### config.mk
export PLATFORM = sky130hd
export DESIGN_NAME = bullet_control
export DESIGN_NICKNAME = d
export VERILOG_FILES = /design/src/rtl/bullet_pkg.sv /design/src/rtl/bullet_control_scanner.sv /design/src/rtl/bullet_control.sv
export SDC_FILE = /design/constraint.sdc
export NUM_CORES = 1
export LEC_CHECK = 0
export BUFFER_PORTS_ARGS = -buffer_cell sky130_fd_sc_hd__buf_2
export CAP_MARGIN = 0
export CELL_PAD_IN_SITES_DETAIL_PLACEMENT = 1
export CELL_PAD_IN_SITES_GLOBAL_PLACEMENT = 1
export CORE_MARGIN = 10
export CORE_UTILIZATION = 44
export CTS_BUF_LIST = sky130_fd_sc_hd__clkbuf_2
export CTS_CLUSTER_DIAMETER = 150
export CTS_CLUSTER_SIZE = 28
export DETAILED_ROUTE_END_ITERATION = 16
export PLACE_DENSITY_LB_ADDON = 0.1
export SLEW_MARGIN = 10
export SYNTH_ARGS = -nofsm -noshare
export SYNTH_HDL_FRONTEND = slang
export SYNTH_HIERARCHICAL = 1
export SYNTH_SLANG_ARGS = --single-unit
### constraint.sdc
create_clock -name clk -period 6.1 [get_ports clk]
set_clock_uncertainty 0.1 [all_clocks]
set_input_delay 1.22 -clock clk [delete_from_list [all_inputs] [get_ports clk]]
set_output_delay 1.22 -clock clk [all_outputs]
set_load 0.01 [all_outputs]
### src/rtl/bullet_pkg.sv
// Shared constants for the bullet sequencer: FSM state codes, screen size and colours.
package bullet_pkg;

  localparam logic [2:0] IDLE   = 3'd0;
  localparam logic [2:0] DRAW   = 3'd1;
  localparam logic [2:0] WAIT   = 3'd2;
  localparam logic [2:0] ERASE  = 3'd3;
  localparam logic [2:0] UPDATE = 3'd4;
  localparam logic [2:0] CHECK  = 3'd5;

  localparam int SCREEN_W = 160;
  localparam int SCREEN_H = 120;

  localparam logic [2:0] COLOUR_BULLET = 3'b110;
  localparam logic [2:0] COLOUR_BG     = 3'b000;

endpackage

### src/rtl/bullet_control_scanner.sv
// Walks the BW x BH sprite footprint, dx fast and dy slow, while start is held high.
module sprite_scanner #(
  parameter int BW = 2,
  parameter int BH = 4
) (
  input  logic       clk,
  input  logic       reset,
  input  logic       start,
  output logic [1:0] dx,
  output logic [2:0] dy,
  output logic       last
);

  localparam logic [1:0] DX_LAST = 2'(BW - 1);
  localparam logic [2:0] DY_LAST = 3'(BH - 1);

  assign last = (dx == DX_LAST) && (dy == DY_LAST);

  // Counters sit at (0,0) whenever no scan is active, so every scan starts at the origin.
  always_ff @(posedge clk) begin
    if (reset || !start) begin
      dx <= '0;
      dy <= '0;
    end else if (dx == DX_LAST) begin
      dx <= '0;
      dy <= (dy == DY_LAST) ? 3'd0 : dy + 3'd1;
    end else begin
      dx <= dx + 2'd1;
    end
  end

endmodule

### src/rtl/bullet_control.sv
// Bullet sequencer: drives the position handler strobes and draws/erases the sprite each frame step.
module bullet_control
  import bullet_pkg::*;
#(
  parameter int          FRAME_CYCLES  = 833333,
  parameter int          BW            = 2,
  parameter int          BH            = 4,
  parameter logic [2:0]  BULLET_COLOUR = COLOUR_BULLET,
  parameter logic [2:0]  BG_COLOUR     = COLOUR_BG
) (
  input  logic       clk,
  input  logic       reset,
  input  logic       fire,
  input  logic [7:0] bulletX,
  input  logic [6:0] bulletY,
  input  logic       reachtop,
  output logic       outResetb,
  output logic       outUpdateb,
  output logic       outWaitb,
  output logic [7:0] vga_x,
  output logic [6:0] vga_y,
  output logic [2:0] vga_colour,
  output logic       vga_plot,
  output logic       busy
);

  localparam int             FW         = $clog2(FRAME_CYCLES) + 1;
  localparam logic [FW-1:0]  FRAME_LAST = FW'(FRAME_CYCLES - 1);

  logic [2:0]    state;
  logic [2:0]    next_state;
  logic [FW-1:0] frame_cnt;
  logic          scanning;
  logic [1:0]    dx;
  logic [2:0]    dy;
  logic          scan_last;
  logic [8:0]    sum_x;
  logic [7:0]    sum_y;
  logic          on_screen;

  assign scanning = (state == DRAW) || (state == ERASE);

  sprite_scanner #(.BW(BW), .BH(BH)) scanner (
    .clk   (clk),
    .reset (reset),
    .start (scanning),
    .dx    (dx),
    .dy    (dy),
    .last  (scan_last)
  );

  always_comb begin
    next_state = state;
    case (state)
      IDLE:    if (fire) next_state = DRAW;
      DRAW:    if (scan_last) next_state = WAIT;
      WAIT:    if (frame_cnt == FRAME_LAST) next_state = ERASE;
      ERASE:   if (scan_last) next_state = UPDATE;
      UPDATE:  next_state = CHECK;
      CHECK:   next_state = reachtop ? IDLE : DRAW;
      default: next_state = IDLE;
    endcase
  end

  // The frame counter only runs inside WAIT, so it is already zero on every entry.
  always_ff @(posedge clk) begin
    if (reset) begin
      state     <= IDLE;
      frame_cnt <= '0;
    end else begin
      state     <= next_state;
      frame_cnt <= (state == WAIT) ? frame_cnt + 1'b1 : '0;
    end
  end

  // Sums are one bit wider than the screen coordinates so off-screen pixels can be suppressed.
  assign sum_x     = {1'b0, bulletX} + {7'b0, dx};
  assign sum_y     = {1'b0, bulletY} + {5'b0, dy};
  assign on_screen = (sum_x < 9'(SCREEN_W)) && (sum_y < 8'(SCREEN_H));

  assign vga_x      = scanning ? sum_x[7:0] : 8'd0;
  assign vga_y      = scanning ? sum_y[6:0] : 7'd0;
  assign vga_plot   = scanning && on_screen;
  assign vga_colour = (state == DRAW) ? BULLET_COLOUR : BG_COLOUR;
  assign outResetb  = (state == IDLE);
  assign outUpdateb = (state == UPDATE);
  assign outWaitb   = (state == WAIT);
  assign busy       = (state != IDLE);

endmodule
# Word-level counts from Yosys, hierarchy flattened
# Index checks and enable logic that the tools add are counted.
# W data, S select, Z words.
[classes]
addsub = 5
multipliers = 0
div = 0
n_lt_le_gt_ge = 2
eq_ne = 12
shift = 0
n_mux = 10
bitwise = 1
n_reduce_logical = 11
[op_table]
columns = ["operator", "n"]
rows = [
  ["$add A21 B1 Y21 const B", 1],
  ["$eq A21 B20 Y1 const B", 1],
  ["$mux W3", 6],
  ["$pmux W3 S6", 1],
  ["$add A8 B2 Y9", 1],
  ["$eq A3 B2 Y1 const B", 3],
  ["$lt A9 B8 Y1 const B", 1],
  ["$add A7 B3 Y8", 1],
  ["$lt A8 B7 Y1 const B", 1],
  ["$mux W8", 1],
  ["$mux W7", 1],
  ["$eq A3 B3 Y1 const B", 2],
  ["$ne A2 B2 Y1 const B", 3],
  ["$reduce_and A4 Y1", 1],
  ["$reduce_or A2 Y1", 2],
  ["$add A3 B1 Y3 const B", 1],
  ["$eq A3 B1 Y1 const B", 1],
  ["$logic_and A1 B1 Y1", 3],
  ["$logic_not A3 Y1", 1],
  ["$reduce_bool A3 Y1", 1],
  ["$add A2 B1 Y2 const B", 1],
  ["$eq A2 B1 Y1 const B", 1],
  ["$logic_or A1 B1 Y1", 2],
  ["$ne A2 B1 Y1 const B", 1],
  ["other kinds (3)", 3],
]
[totals]
register_bits = 29
latchBits = 0
ram_bits = 0
romBits = 0
inputBits = 19
output_inout_bits = 23
word_cells = 45
mem_count = 0

# Depth between registers and ports, before layout
# Gate-level depths: netlist of the first run.
[logic_depth]
ltp_word = 5
mapped_depth = 7
ltp_nobuf = 7

# By module
# Netlist of the first run, hierarchy kept.
[by_module_without_submodules]
columns = ["mod", "instances", "cells_each", "area_per_inst_um2", "seq_area_each_um2"]
rows = [
  ["bullet_control", 1, 207, 1632.8, 480.5],
  ["sprite_scanner", 1, 20, 201.4, 100.1],
]

# Worst setup path after synthesis of the first run
# OpenSTA, ideal clock, no wires.
[synth_path]
path_type = "input to output"
startpoint = "input port bulletX[0]"
endpoint = "output port vga_plot"
arrival_ns = 2.543
required_time_ns = 4.780
path_slack_ns = 2.237
stages = 5
path_buffers = 0
cell_sequence = "ha_1 -> fa_1 -> o311a_1 -> a21oi_1 -> o2111a_1"
[synth_between]
elab_chain_cells = 4
[synth_lines]
columns = ["item", "line_no", "text"]
rows = [
  ["from (decl)", "bullet_control.sv:14", "input logic [7:0] bulletX,"],
  ["$add A8 B2 Y9", "bullet_control.sv:77", "assign sum_x = {1'b0, bulletX} + {7'b0, dx};"],
  ["$lt A9 B8 Y1", "bullet_control.sv:79", "assign on_screen = (sum_x < 9'(SCREEN_W)) && (sum_y < 8'(SCREEN_H));"],
  ["$logic_and A1 B1 Y1", "bullet_control.sv:79", ""],
  ["$logic_and A1 B1 Y1", "bullet_control.sv:83", "assign vga_plot = scanning && on_screen;"],
  ["to (decl)", "bullet_control.sv:23", "output logic vga_plot,"],
]
# Every way passes these cells.

# Worst setup path in the final report of the first run
# Same ends and word-level chain as after synthesis.

==> impl_metrics.sql, run 1 <==
INSERT INTO impl_metrics (metric_group, metric, value, unit) VALUES
('timing', 'relSlewSlack', '21.5', '%'),
('timing', 'rsz0062_at_grt', 'false', ''),
('synth', 'synth_flop_cell', 'dfxtp_1', ''),
('synth', 'post-synth-top-area-fraction', '31.7', '%'),
('floorplanning', 'io_pins', '42', ''),
('cts', 'cts_root_buffer', 'clkbuf_2', ''),
('timing', 'maxSlewViolCount', '0', ''),
('global_route', 'pin_count_of_the_biggest_net_entering_global_routing', '21', ''),
('critical_path', 'worst-path-max-fanout', '5', ''),
('critical_path', 'timing.critical_path.buf_inv', '2', ''),
('place', 'place_hpwl', '4.00', 'mm'),
('detailed_routing', 'finalWirelength', '4.90', 'mm'),
('critical_path', 'timing.critical_path.slowest_stage_cell', 'fa_1', ''),
('timing', 'fin_crit', '4.15', 'ns'),
('pwr', 'leakage_power_figure', '0.816', 'nW'),
('detailed_routing', 'dr_wl_met2', '2.40', 'mm'),
('floorplanning', 'fp.coreArea', '0.00403', 'mm²'),
('timing', 'tightestPinTransition', '1.16', 'ns'),
('synth', 'synth_cells', '227', ''),
('synth', 'synth_seq_cells', '29', ''),
('global_route', 'first_global_vias', '1746', ''),
('cts', 'htree_levels', '2', ''),
('detailed_routing', 'viasPerCell', '5.49', ''),
('detailed_routing', 'firstDrtPassIters', '4', ''),
('synth', 'synth_top_cell_by_area', 'dfxtp_1', ''),
('timing', 'timing.fmax', '0.241', 'GHz'),
('cts', 'cts_hold_repair_buffers', '0', ''),
('floorplanning', 'die-width', '84.6', 'µm'),
('global_route', 'gr-usage-all-layers', '13.3', '%'),
('cells_and_area', 'layout.core_utilization', '52.1', '%'),
('critical_path', 'worstPathCellList', 'buf_2, ha_1, fa_1, o311a_1, a21oi_1, o2111a_1, buf_2', ''),
('cells_and_area', 'final_layout_size_suffix_gt1_share', '20.1', '%'),
('timing', 'final_hold_viol_count', '0', ''),
('cts', 'cts_inserted_buffers', '5', ''),
('worst_hold_path', 'hp-class', 'flop to flop', ''),
('cells_and_area', 'antenna_cells', '0', ''),
('floorplanning', 'placement_rows', '23', ''),
('floorplanning', 'initial_utilization', '45.5', '%'),
('synth', 'netlist_top_cells_area', 'dfxtp_1 (32%), nor2_1 (6.5%), xnor2_1 (6.2%), ha_1 (6.1%), nand2_1 (4.1%)', ''),
('status', 'result_of_the_run', 'finished, final reports clean', ''),
('detailed_routing', 'drt_first_iter_violations', '65', ''),
('pwr', 'total_switching_power', '0.0968', 'mW'),
('synth', 'syn-mean-instance-area', '8.08', 'µm²'),
('synth', 'post_synth_most_frequent_cells', 'nor2_1 (32), dfxtp_1 (29), nand2_1 (20), a21oi_1 (13), xnor2_1 (13)', ''),
('cells_and_area', 'area_growth', '14.4', '%'),
('cts', 'cts_tree', 'yes', ''),
('synth', 'edff_count_synth', '0', ''),
('place', 'globalplace.congestion', '0.763', ''),
('pwr', 'p_int', '0.237', 'mW'),
('critical_path', 'worstPathArrival', '2.83', 'ns'),
('place', 'io_buffer_count', '40', ''),
('cts', 'cts-resized-gates', '0', ''),
('detailed_routing', 'postRouteAntennaNets', '0', ''),
('critical_path', 'path_delay_family', 'adder cells', ''),
('synth', 'yosysUniqueCellTypes', '45', ''),
('global_route', 'grt_overflow', '0', ''),
('cts', 'clk_pin_slew_worst_paths', '0.17', 'ns'),
('timing', 'finalSetupViolations', '0', ''),
('pwr', 'report.power.total', '0.334', 'mW'),
('critical_path', 'critical_path_rt', '4.78', 'ns'),
('detailed_routing', 'route.detailed.drc', '0', ''),
('cts', 'numClockSinks', '29', ''),
('floorplanning', 'die_y', '84.6', 'µm'),
('synth', 'yosys_warnings', '6', ''),
('synth', 'synth_seq_area_share', '31.7', '%'),
('critical_path', 'timing.critical_path.from_type', 'primary input', ''),
('cts', 'clk_latency', '0.34', 'ns'),
('global_route', 'first_pass_grt_wire_length', '8.17', 'mm'),
('cts', 'clock_tree.buffer_depth', '2', ''),
('cts', 'post_cts.repair.setup_buffers', '0', ''),
('timing', 'final_min_period_over_clock_period', '68.1', '%');
## final cells by class
| class | count | area [µm²] |
|---|---|---|
| inverter | 7 | 26.3 |
| timing repair buffer | 40 | 200 |
| fill | 540 | 1930 |
| multi-input combinational | 184 | 1190 |
| clock inverter | 3 | 17.5 |
| clock buffer | 5 | 25.0 |
| sequential | 29 | 581 |
| tap | 50 | 62.6 |
## per-stage QoR
step | std cells | hold WS [ns] | cell area (µm²) | setup slack [ns]
finish | 318 | 0.402 | 2100 | 1.95
global route | 318 | 0.433 | 2100 | 1.90
CTS | 318 | 0.399 | 2100 | 1.93
detailed placement | 310 | 0.379 | 2060 | 1.94
global placement | 310 | 0.363 | 2060 | 1.99
floorplan | 227 | 0.331 | 1830 | 2.24
## state kept, by name (all words and copies together) (netlist names)
register	count
frame_cnt	21
scanner/dx	2
scanner/dy	3
state	3
## cells by family (layout without fill, tap and decap cells)
family | count (synthesis) | in the layout | share of synthesized area (%)
mux | 2 | 2 | 1.16
buf+inv | 14 | 55 | 3.68
compound gates | 32 | 32 | 11.3
simple gates | 117 | 117 | 33.7
xor+xnor | 21 | 21 | 10.0
fa+ha+maj | 11 | 11 | 8.32
flops | 29 | 29 | 31.7
other cells | 1 | 1 | 0.204
## power groups by stage
stage          Clock [mW]  Sequential (mW)  Combinational (mW)
6_report           0.0969            0.192              0.0442
5_1_grt             0.113            0.193              0.0502
4_1_cts            0.0997            0.193              0.0457
3_5_place_dp            0            0.197              0.0455
3_3_place_gp            0            0.197              0.0437
2_1_floorplan           0            0.195              0.0251
## cells in the final DEF, fill, tap and decap left out, types with 2 or more instances in the layout
cell / Yosys / final
a21oi_1: 13 / 13
nand2b_1: 4 / 4
o31ai_1: 2 / 2
ha_1: 9 / 9
nor3_1: 9 / 9
or3_1: 4 / 4
xor2_1: 8 / 8
xnor2_1: 13 / 13
a31oi_1: 3 / 3
buf_2: 0 / 40
dfxtp_1: 29 / 29
fa_1: 2 / 2
a31o_2: 2 / 2
or4_1: 5 / 5
nand4_1: 6 / 6
o211ai_1: 2 / 2
clkbuf_2: 0 / 5
and2_1: 6 / 6
o21ai_0: 4 / 4
clkinv_2: 0 / 2
nor2b_1: 4 / 4
and4_1: 3 / 3
nand3_1: 9 / 9
inv_1: 7 / 7
nand2_1: 20 / 20
nor2_1: 32 / 32
nor4_1: 5 / 5
nor4b_1: 2 / 2
## routing by layer
metal | global-route usage, % | vias up
met5 | 0 | -
met4 | 1.80 | 0
met3 | 3.57 | 2
met2 | 21.8 | 27
met1 | 17.2 | 825
li1 | - | 891
## worst min-delay path, cell delays in order, from the launching register on
cell and delay [ns]:
dfxtp_1 0.35, o31ai_1 0.06, a21oi_1 0.06
## worst paths after layout
| path | from | endpoint | depth (start not counted) |
|---|---|---|---|
| worst min-delay path | frame_cnt[19]$_SDFF_PP0_ | frame_cnt[19]$_SDFF_PP0_ | 2 |
| worst max register to register | frame_cnt[0]$_SDFF_PP0_ | frame_cnt[16]$_SDFF_PP0_ | 5 |
| worst min register to register | frame_cnt[19]$_SDFF_PP0_ | frame_cnt[19]$_SDFF_PP0_ | 2 |
| worst max-delay path | bulletX[0] | vga_plot | 7 |
Power figures use the tool's default switching activity.
==> run 2, diff against run 1 <==
CORE_UTILIZATION = 37   (was 44)
clock period = 3.7 ns   (was 6.1 ns; I/O delays follow)
==> run 2 against run 1 <==
Effect of this change:
- register-to-register slack got worse by 2.4 ns
- sequential power rose by 65%
- combinational power rose by 63%
- sequential share of layout area fell by 0.31 points
- die area rose by 14%
- clock power rose by 58%
- sequential cell count did not move
- largest power group unchanged
- routed wire length fell by 2.5%
- critical path depth did not move
- design area rose by 1.1%
- final cell count rose by 5.7%
- largest cell class unchanged
==> impl_metrics.sql, run 2 (synthesis gave the netlist of run 1 again) <==
INSERT INTO impl_metrics (metric_group, metric, value, unit) VALUES
('detailed_routing', 'dr_wl_met2', '2.32', 'mm'),
('timing', 'finalSetupViolations', '0', ''),
('pwr', 'leakage_power_figure', '0.821', 'nW'),
('detailed_routing', 'postRouteAntennaNets', '0', ''),
('detailed_routing', 'routed_wire_length_per_instance', '14.2', 'µm'),
('flow_run', 'maxCapViolCount', '0', ''),
('cells_and_area', 'num-nets-final', '298', ''),
('pwr', 'vdd_ir_drop_max', '136', 'µV'),
('place', 'globalplace.congestion', '0.817', ''),
('cts', 'cts_tree', 'yes', ''),
('global_route', 'first_global_vias', '1807', ''),
('timing', 'rsz0062_at_grt', 'false', ''),
('detailed_routing', 'met3_length', '226', 'µm'),
('cts', 'cts-resized-gates', '0', ''),
('cells_and_area', 'area_growth', '15.7', '%'),
('pwr', 'power-per-cell-area', '255', 'mW/mm²'),
('timing', 'holdWs', '0.401', 'ns'),
('floorplanning', 'die-width', '90.4', 'µm'),
('critical_path', 'worst-path-max-fanout', '5', ''),
('cts', 'clock_tree.buffer_depth', '2', ''),
('cts', 'htree_levels', '2', ''),
('cts', 'clk_latency', '0.36', 'ns'),
('cells_and_area', 'final_cell_mix', 'buf_2 (40), nor2_1 (32), dfxtp_1 (29)', ''),
('floorplanning', 'placement_rows', '25', ''),
('detailed_routing', 'finalWirelength', '4.78', 'mm'),
('place', 'numPlacedInstances', '328', ''),
('critical_path', 'cp-end-kind', 'output pin', ''),
('detailed_routing', 'viasPerCell', '5.21', ''),
('global_route', 'grt_overflow', '0', ''),
('critical_path', 'timing.critical_path.from_type', 'primary input', ''),
('timing', 'final_hold_viol_count', '0', ''),
('floorplanning', 'fp.dieArea', '0.00817', 'mm²'),
('detailed_routing', 'drt_first_iter_violations', '32', ''),
('worst_hold_path', 'worst_hold_stages', '2', ''),
('cells_and_area', 'final_layout_size_suffix_gt1_share', '19.7', '%'),
('timing', 'fin_tns_setup', '0', 'ns'),
('floorplanning', 'die_y', '90.4', 'µm'),
('timing', 'relSlewSlack', '52.3', '%'),
('cts', 'numClockSinks', '29', ''),
('cells_and_area', 'layout.core_utilization', '44.6', '%'),
('cts', 'cts_root_buffer', 'clkbuf_2', ''),
('detailed_routing', 'firstDrtPassIters', '4', ''),
('global_route', 'grt_antenna_before_repair', '0', ''),
('timing', 'fin_crit', '3.19', 'ns'),
('detailed_routing', 'top_signal_layer_used', 'met4', ''),
('timing', 'final_min_period_over_clock_period', '86.2', '%'),
('floorplanning', 'initial_utilization', '38.6', '%'),
('cells_and_area', 'reg.largest.list', 'frame_cnt: 21 flops, scanner/dy: 3 flops, state: 3 flops', ''),
('cells_and_area', 'top_register', 'frame_cnt', ''),
('floorplanning', 'fp.coreArea', '0.00475', 'mm²'),
('cts', 'cts_hold_repair_buffers', '0', ''),
('cts', 'clk_pin_slew_worst_paths', '0.15', 'ns'),
('global_route', 'gr-usage-all-layers', '11.8', '%'),
('timing', 'final_critical_path_setup_slack', '0.509', 'ns'),
('detailed_routing', 'route.detailed.drc', '0', ''),
('timing', 'tightestPinTransition', '0.716', 'ns'),
('cts', 'post_cts.repair.setup_buffers', '0', ''),
('cts', 'cts_inserted_buffers', '5', ''),
('place', 'preCtsSetupSlack', '0.543', 'ns'),
('timing', 'timing.fmax', '0.313', 'GHz'),
('cells_and_area', 'layout.cells.most_common', 'buf_2', ''),
('global_route', 'first_pass_grt_wire_length', '8.36', 'mm'),
('global_route', 'pin_count_of_the_biggest_net_entering_global_routing', '21', ''),
('worst_hold_path', 'hp-class', 'flop to flop', ''),
('detailed_routing', 'route.layer.met1.wl', '2.17', 'mm'),
('status', 'result_of_the_run', 'finished, final reports clean', ''),
('cells_and_area', 'antenna_cells', '0', ''),
('cells_and_area', 'post_layout_nonfiller_instances', '336', ''),
('critical_path', 'worstSetupPathType', 'primary input to output pin', ''),
('timing', 'maxSlewViolCount', '0', ''),
('critical_path', 'critical_path_rt', '2.86', 'ns'),
('critical_path', 'worstPathArrival', '2.35', 'ns'),
('critical_path', 'rr_worst_depth', '5', ''),
('cells_and_area', 'largest_register_ffs', '21', ''),
('place', 'io_buffer_count', '40', ''),
('floorplanning', 'io_pins', '42', ''),
('place', 'place_hpwl', '3.80', 'mm'),
('detailed_routing', 'vias', '1751', '');
run 2: cell types whose count changed in the layout (fill, tap and decap cells not counted), sizes merged:
cell	previous run	this run
buf	40	41
clkinvlp	1	0
clkinv	2	3
run 2: layout make-up:
cell class,count,area (µm²)
timing repair buffer,41,208
sequential,29,581
multi-input combinational,184,1190
tap,67,83.8
fill,633,2630
clock inverter,3,12.5
inverter,7,26.3
clock buffer,5,25.0
run 2: per-layer routing:
layer  track usage [%]  vias to the layer above
li1                  -                      885
met1              12.8                      828
met2              21.5                       32
met3              3.57                        6
met4              3.58                        0
met5                 0                        -
run 2: critical path, cell delays in order:
cell and delay [ns]:
buf_2 0.10, ha_1 0.21, fa_1 0.46, o311a_1 0.39, a21oi_1 0.14, o2111a_1 0.18, buf_2 0.13
run 2: through the flow:
| stage | power (mW) | area, µm² |
|---|---|---|
| after floorplan | 0.363 | 1830 |
| after global placement | 0.396 | 2080 |
| after detailed placement | 0.397 | 2080 |
| after CTS | 0.552 | 2120 |
| after global routing | 0.574 | 2120 |
| final | 0.542 | 2120 |
run 2: final timing paths:
check / startpoint / end / slack, ns
max: bulletX[0] / vga_plot / 0.51
min: frame_cnt[19]$_SDFF_PP0_ / frame_cnt[19]$_SDFF_PP0_ / 0.40
max reg2reg: frame_cnt[0]$_SDFF_PP0_ / frame_cnt[16]$_SDFF_PP0_ / 1.50
min reg2reg: frame_cnt[19]$_SDFF_PP0_ / frame_cnt[19]$_SDFF_PP0_ / 0.40
run 2: report_power, final:
part | leakage (nW) | switching [mW] | internal, mW
registers | 0.234 | 0.00292 | 0.314
clock network | 0.0278 | 0.112 | 0.0413
logic | 0.559 | 0.0406 | 0.0315
==> run 3, diff against run 2 <==
CELL_PAD_IN_SITES_DETAIL_PLACEMENT = default   (was 1)
CELL_PAD_IN_SITES_GLOBAL_PLACEMENT = default   (was 1)
CORE_UTILIZATION = 45   (was 37)
PLACE_DENSITY = 0.71   (was default)
PLACE_DENSITY_LB_ADDON = default   (was 0.1)
==> run 3 against run 2 <==
Effect of this change:
- routed wire length fell by 12%
- design area up 0.24%
- worst hold slack worse by 0.032 ns
- critical path depth did not move
- register-to-register slack better by 0.04 ns
- final cell count decreased by 5.1%
- worst setup slack improved by 0.036 ns
- largest power group unchanged
==> impl_metrics.sql, run 3 (synthesis gave the netlist of run 1 again) <==
INSERT INTO impl_metrics (metric_group, metric, value, unit) VALUES
('status', 'result_of_the_run', 'finished, final reports clean', ''),
('pwr', 'total_switching_power', '0.148', 'mW'),
('critical_path', 'cp-end-kind', 'output pin', ''),
('detailed_routing', 'drt_first_iter_violations', '68', ''),
('cells_and_area', 'reg.largest.list', 'frame_cnt: 21 flops, scanner/dy: 3 flops, state: 3 flops', ''),
('pwr', 'clockPowerShare', '36.4', '%'),
('cells_and_area', 'num-nets-final', '298', ''),
('cells_and_area', 'final_layout_size_suffix_gt1_share', '20.1', '%'),
('cts', 'cts_tree', 'yes', ''),
('cells_and_area', 'antenna_cells', '0', ''),
('cts', 'htree_levels', '2', ''),
('timing', 'fin_tns_setup', '0', 'ns'),
('cts', 'clock_tree.buffer_depth', '2', ''),
('global_route', 'first_global_vias', '1688', ''),
('critical_path', 'worstPathArrival', '2.31', 'ns'),
('cts', 'post_cts.repair.setup_buffers', '0', ''),
('global_route', 'pin_count_of_the_biggest_net_entering_global_routing', '21', ''),
('timing', 'final_min_period_over_clock_period', '85.3', '%'),
('cts', 'cts_inserted_buffers', '5', ''),
('critical_path', 'rr_worst_depth', '5', ''),
('place', 'io_buffer_count', '40', ''),
('cells_and_area', 'final_cell_mix', 'buf_2 (40), nor2_1 (32), dfxtp_1 (29)', ''),
('place', 'place_hpwl', '3.28', 'mm'),
('global_route', 'gr-usage-all-layers', '12.1', '%'),
('timing', 'rsz0062_at_grt', 'false', ''),
('cts', 'cts-resized-gates', '0', ''),
('cells_and_area', 'fin_area', '0.00213', 'mm²'),
('floorplanning', 'fp.coreArea', '0.00397', 'mm²'),
('global_route', 'grt_overflow', '0', ''),
('pwr', 'switching_share', '24.4', '%'),
('detailed_routing', 'route.detailed.drc', '0', ''),
('cts', 'numClockSinks', '29', ''),
('cells_and_area', 'top_register', 'frame_cnt', ''),
('global_route', 'first_pass_grt_wire_length', '7.33', 'mm'),
('timing', 'timing.fmax', '0.317', 'GHz'),
('worst_hold_path', 'hp-class', 'flop to flop', ''),
('floorplanning', 'die-width', '83.8', 'µm'),
('pwr', 'vdd_ir_drop_max', '171', 'µV'),
('critical_path', 'critical_path_startpoint', 'bulletX[0]', ''),
('place', 'globalplace.congestion', '0.812', ''),
('timing', 'maxSlewViolCount', '0', ''),
('critical_path', 'worstSetupPathType', 'primary input to output pin', ''),
('global_route', 'grt_antenna_before_repair', '0', ''),
('cells_and_area', 'area_growth', '16.0', '%'),
('critical_path', 'worstReg2RegStart', 'frame_cnt[0]$_SDFF_PP0_', ''),
('timing', 'fin_crit', '3.15', 'ns'),
('timing', 'tightestPinTransition', '0.671', 'ns'),
('pwr', 'leakage_power_figure', '0.834', 'nW'),
('critical_path', 'worst_r2r_endpoint', 'frame_cnt[16]$_SDFF_PP0_', ''),
('timing', 'final_hold_viol_count', '0', ''),
('flow_run', 'maxCapViolCount', '0', ''),
('cells_and_area', 'layout.cells.most_common', 'buf_2', ''),
('detailed_routing', 'finalWirelength', '4.19', 'mm'),
('pwr', 'p_int', '0.461', 'mW'),
('floorplanning', 'fp.dieArea', '0.00703', 'mm²'),
('critical_path', 'critPathCapture', 'vga_plot', ''),
('pwr', 'power-per-cell-area', '287', 'mW/mm²'),
('cells_and_area', 'largest_register_ffs', '21', ''),
('critical_path', 'critical_path_rt', '2.86', 'ns'),
('detailed_routing', 'vias', '1708', ''),
('place', 'place_area', '0.00206', 'mm²'),
('detailed_routing', 'viasPerCell', '5.35', ''),
('critical_path', 'reg2reg_setup_slack', '1.54', 'ns'),
('timing', 'relSlewSlack', '55.2', '%'),
('floorplanning', 'placement_rows', '23', ''),
('detailed_routing', 'postRouteAntennaNets', '0', ''),
('cts', 'clk_latency', '0.35', 'ns'),
('timing', 'finalSetupViolations', '0', ''),
('cts', 'cts_root_buffer', 'clkbuf_2', ''),
('detailed_routing', 'firstDrtPassIters', '4', ''),
('cts', 'cts_hold_repair_buffers', '0', ''),
('pwr', 'combinational_group_share_of_total_power', '11.6', '%'),
('floorplanning', 'io_pins', '42', ''),
('detailed_routing', 'routed_wire_length_per_instance', '13.1', 'µm'),
('floorplanning', 'initial_utilization', '46.2', '%'),
('critical_path', 'timing.critical_path.from_type', 'primary input', ''),
('floorplanning', 'die_y', '83.8', 'µm'),
('cts', 'clk_pin_slew_worst_paths', '0.15', 'ns'),
('pwr', 'seq_power_share', '52.0', '%'),
('critical_path', 'worst-path-max-fanout', '5', '');
[run 3: cell types whose count changed in the layout (fill, tap and decap cells not counted), sizes merged]
cell | before | now
bufinv | 0 | 1
clkbuf | 5 | 6
clkinv | 3 | 1
[run 3: worst max-delay path, cell delays in order]
cell	delay (ns)
buf_2	0.10
ha_1	0.22
fa_1	0.45
o311a_1	0.38
a21oi_1	0.13
o2111a_1	0.17
buf_2	0.13
[run 3: power groups by stage]
stage | combinational, mW | sequential (mW) | clock, mW
6_report | 0.0707 | 0.317 | 0.222
5_1_grt | 0.0805 | 0.317 | 0.243
4_1_cts | 0.0716 | 0.317 | 0.227
3_5_place_dp | 0.0716 | 0.324 | 0
3_3_place_gp | 0.0704 | 0.324 | 0
2_1_floorplan | 0.0413 | 0.322 | 0
[run 3: layout make-up]
class                           count  area (µm²)
Fill cell                         367        1840
Clock inverter                      2        33.8
Clock buffer                        6        30.0
Tap cell                           50        62.6
Multi-Input combinational cell    184        1190
Sequential cell                    29         581
Timing Repair Buffer               41         208
Inverter                            7        26.3
[run 3: worst min-delay path by stage]
stage	depth (start not counted)	from	endpoint	slack (ns)
finish	1	scanner/dx[0]$_SDFF_PP0_	scanner/dx[0]$_SDFF_PP0_	0.37
global route	1	scanner/dx[0]$_SDFF_PP0_	scanner/dx[0]$_SDFF_PP0_	0.39
CTS	1	scanner/dx[0]$_SDFF_PP0_	scanner/dx[0]$_SDFF_PP0_	0.37
detailed placement	1	scanner/dx[0]$_SDFF_PP0_	scanner/dx[0]$_SDFF_PP0_	0.35
global placement	2	frame_cnt[19]$_SDFF_PP0_	frame_cnt[19]$_SDFF_PP0_	0.37
floorplan	1	scanner/dx[0]$_SDFF_PP0_	scanner/dx[0]$_SDFF_PP0_	0.33
[run 3: through the flow]
step                power, mW  worst slack, ns  util, %  cells  hold WS, ns
finish                  0.610            0.545     53.6    319        0.369
global route            0.641            0.468     53.6    319        0.390
CTS                     0.615            0.537     53.6    319        0.374
detailed placement      0.395            0.537     52.0    311        0.354
global placement        0.394            0.569     52.0    311        0.366
floorplan               0.363            0.797        -    227        0.331
[run 3: layer usage]
metal,GRT usage (%),routed length (µm),up-vias
li1,-,-,890
met1,13.0,1880,775
met2,21.6,2060,39
met3,4.59,215,4
met4,3.35,29,0
met5,0,0,-
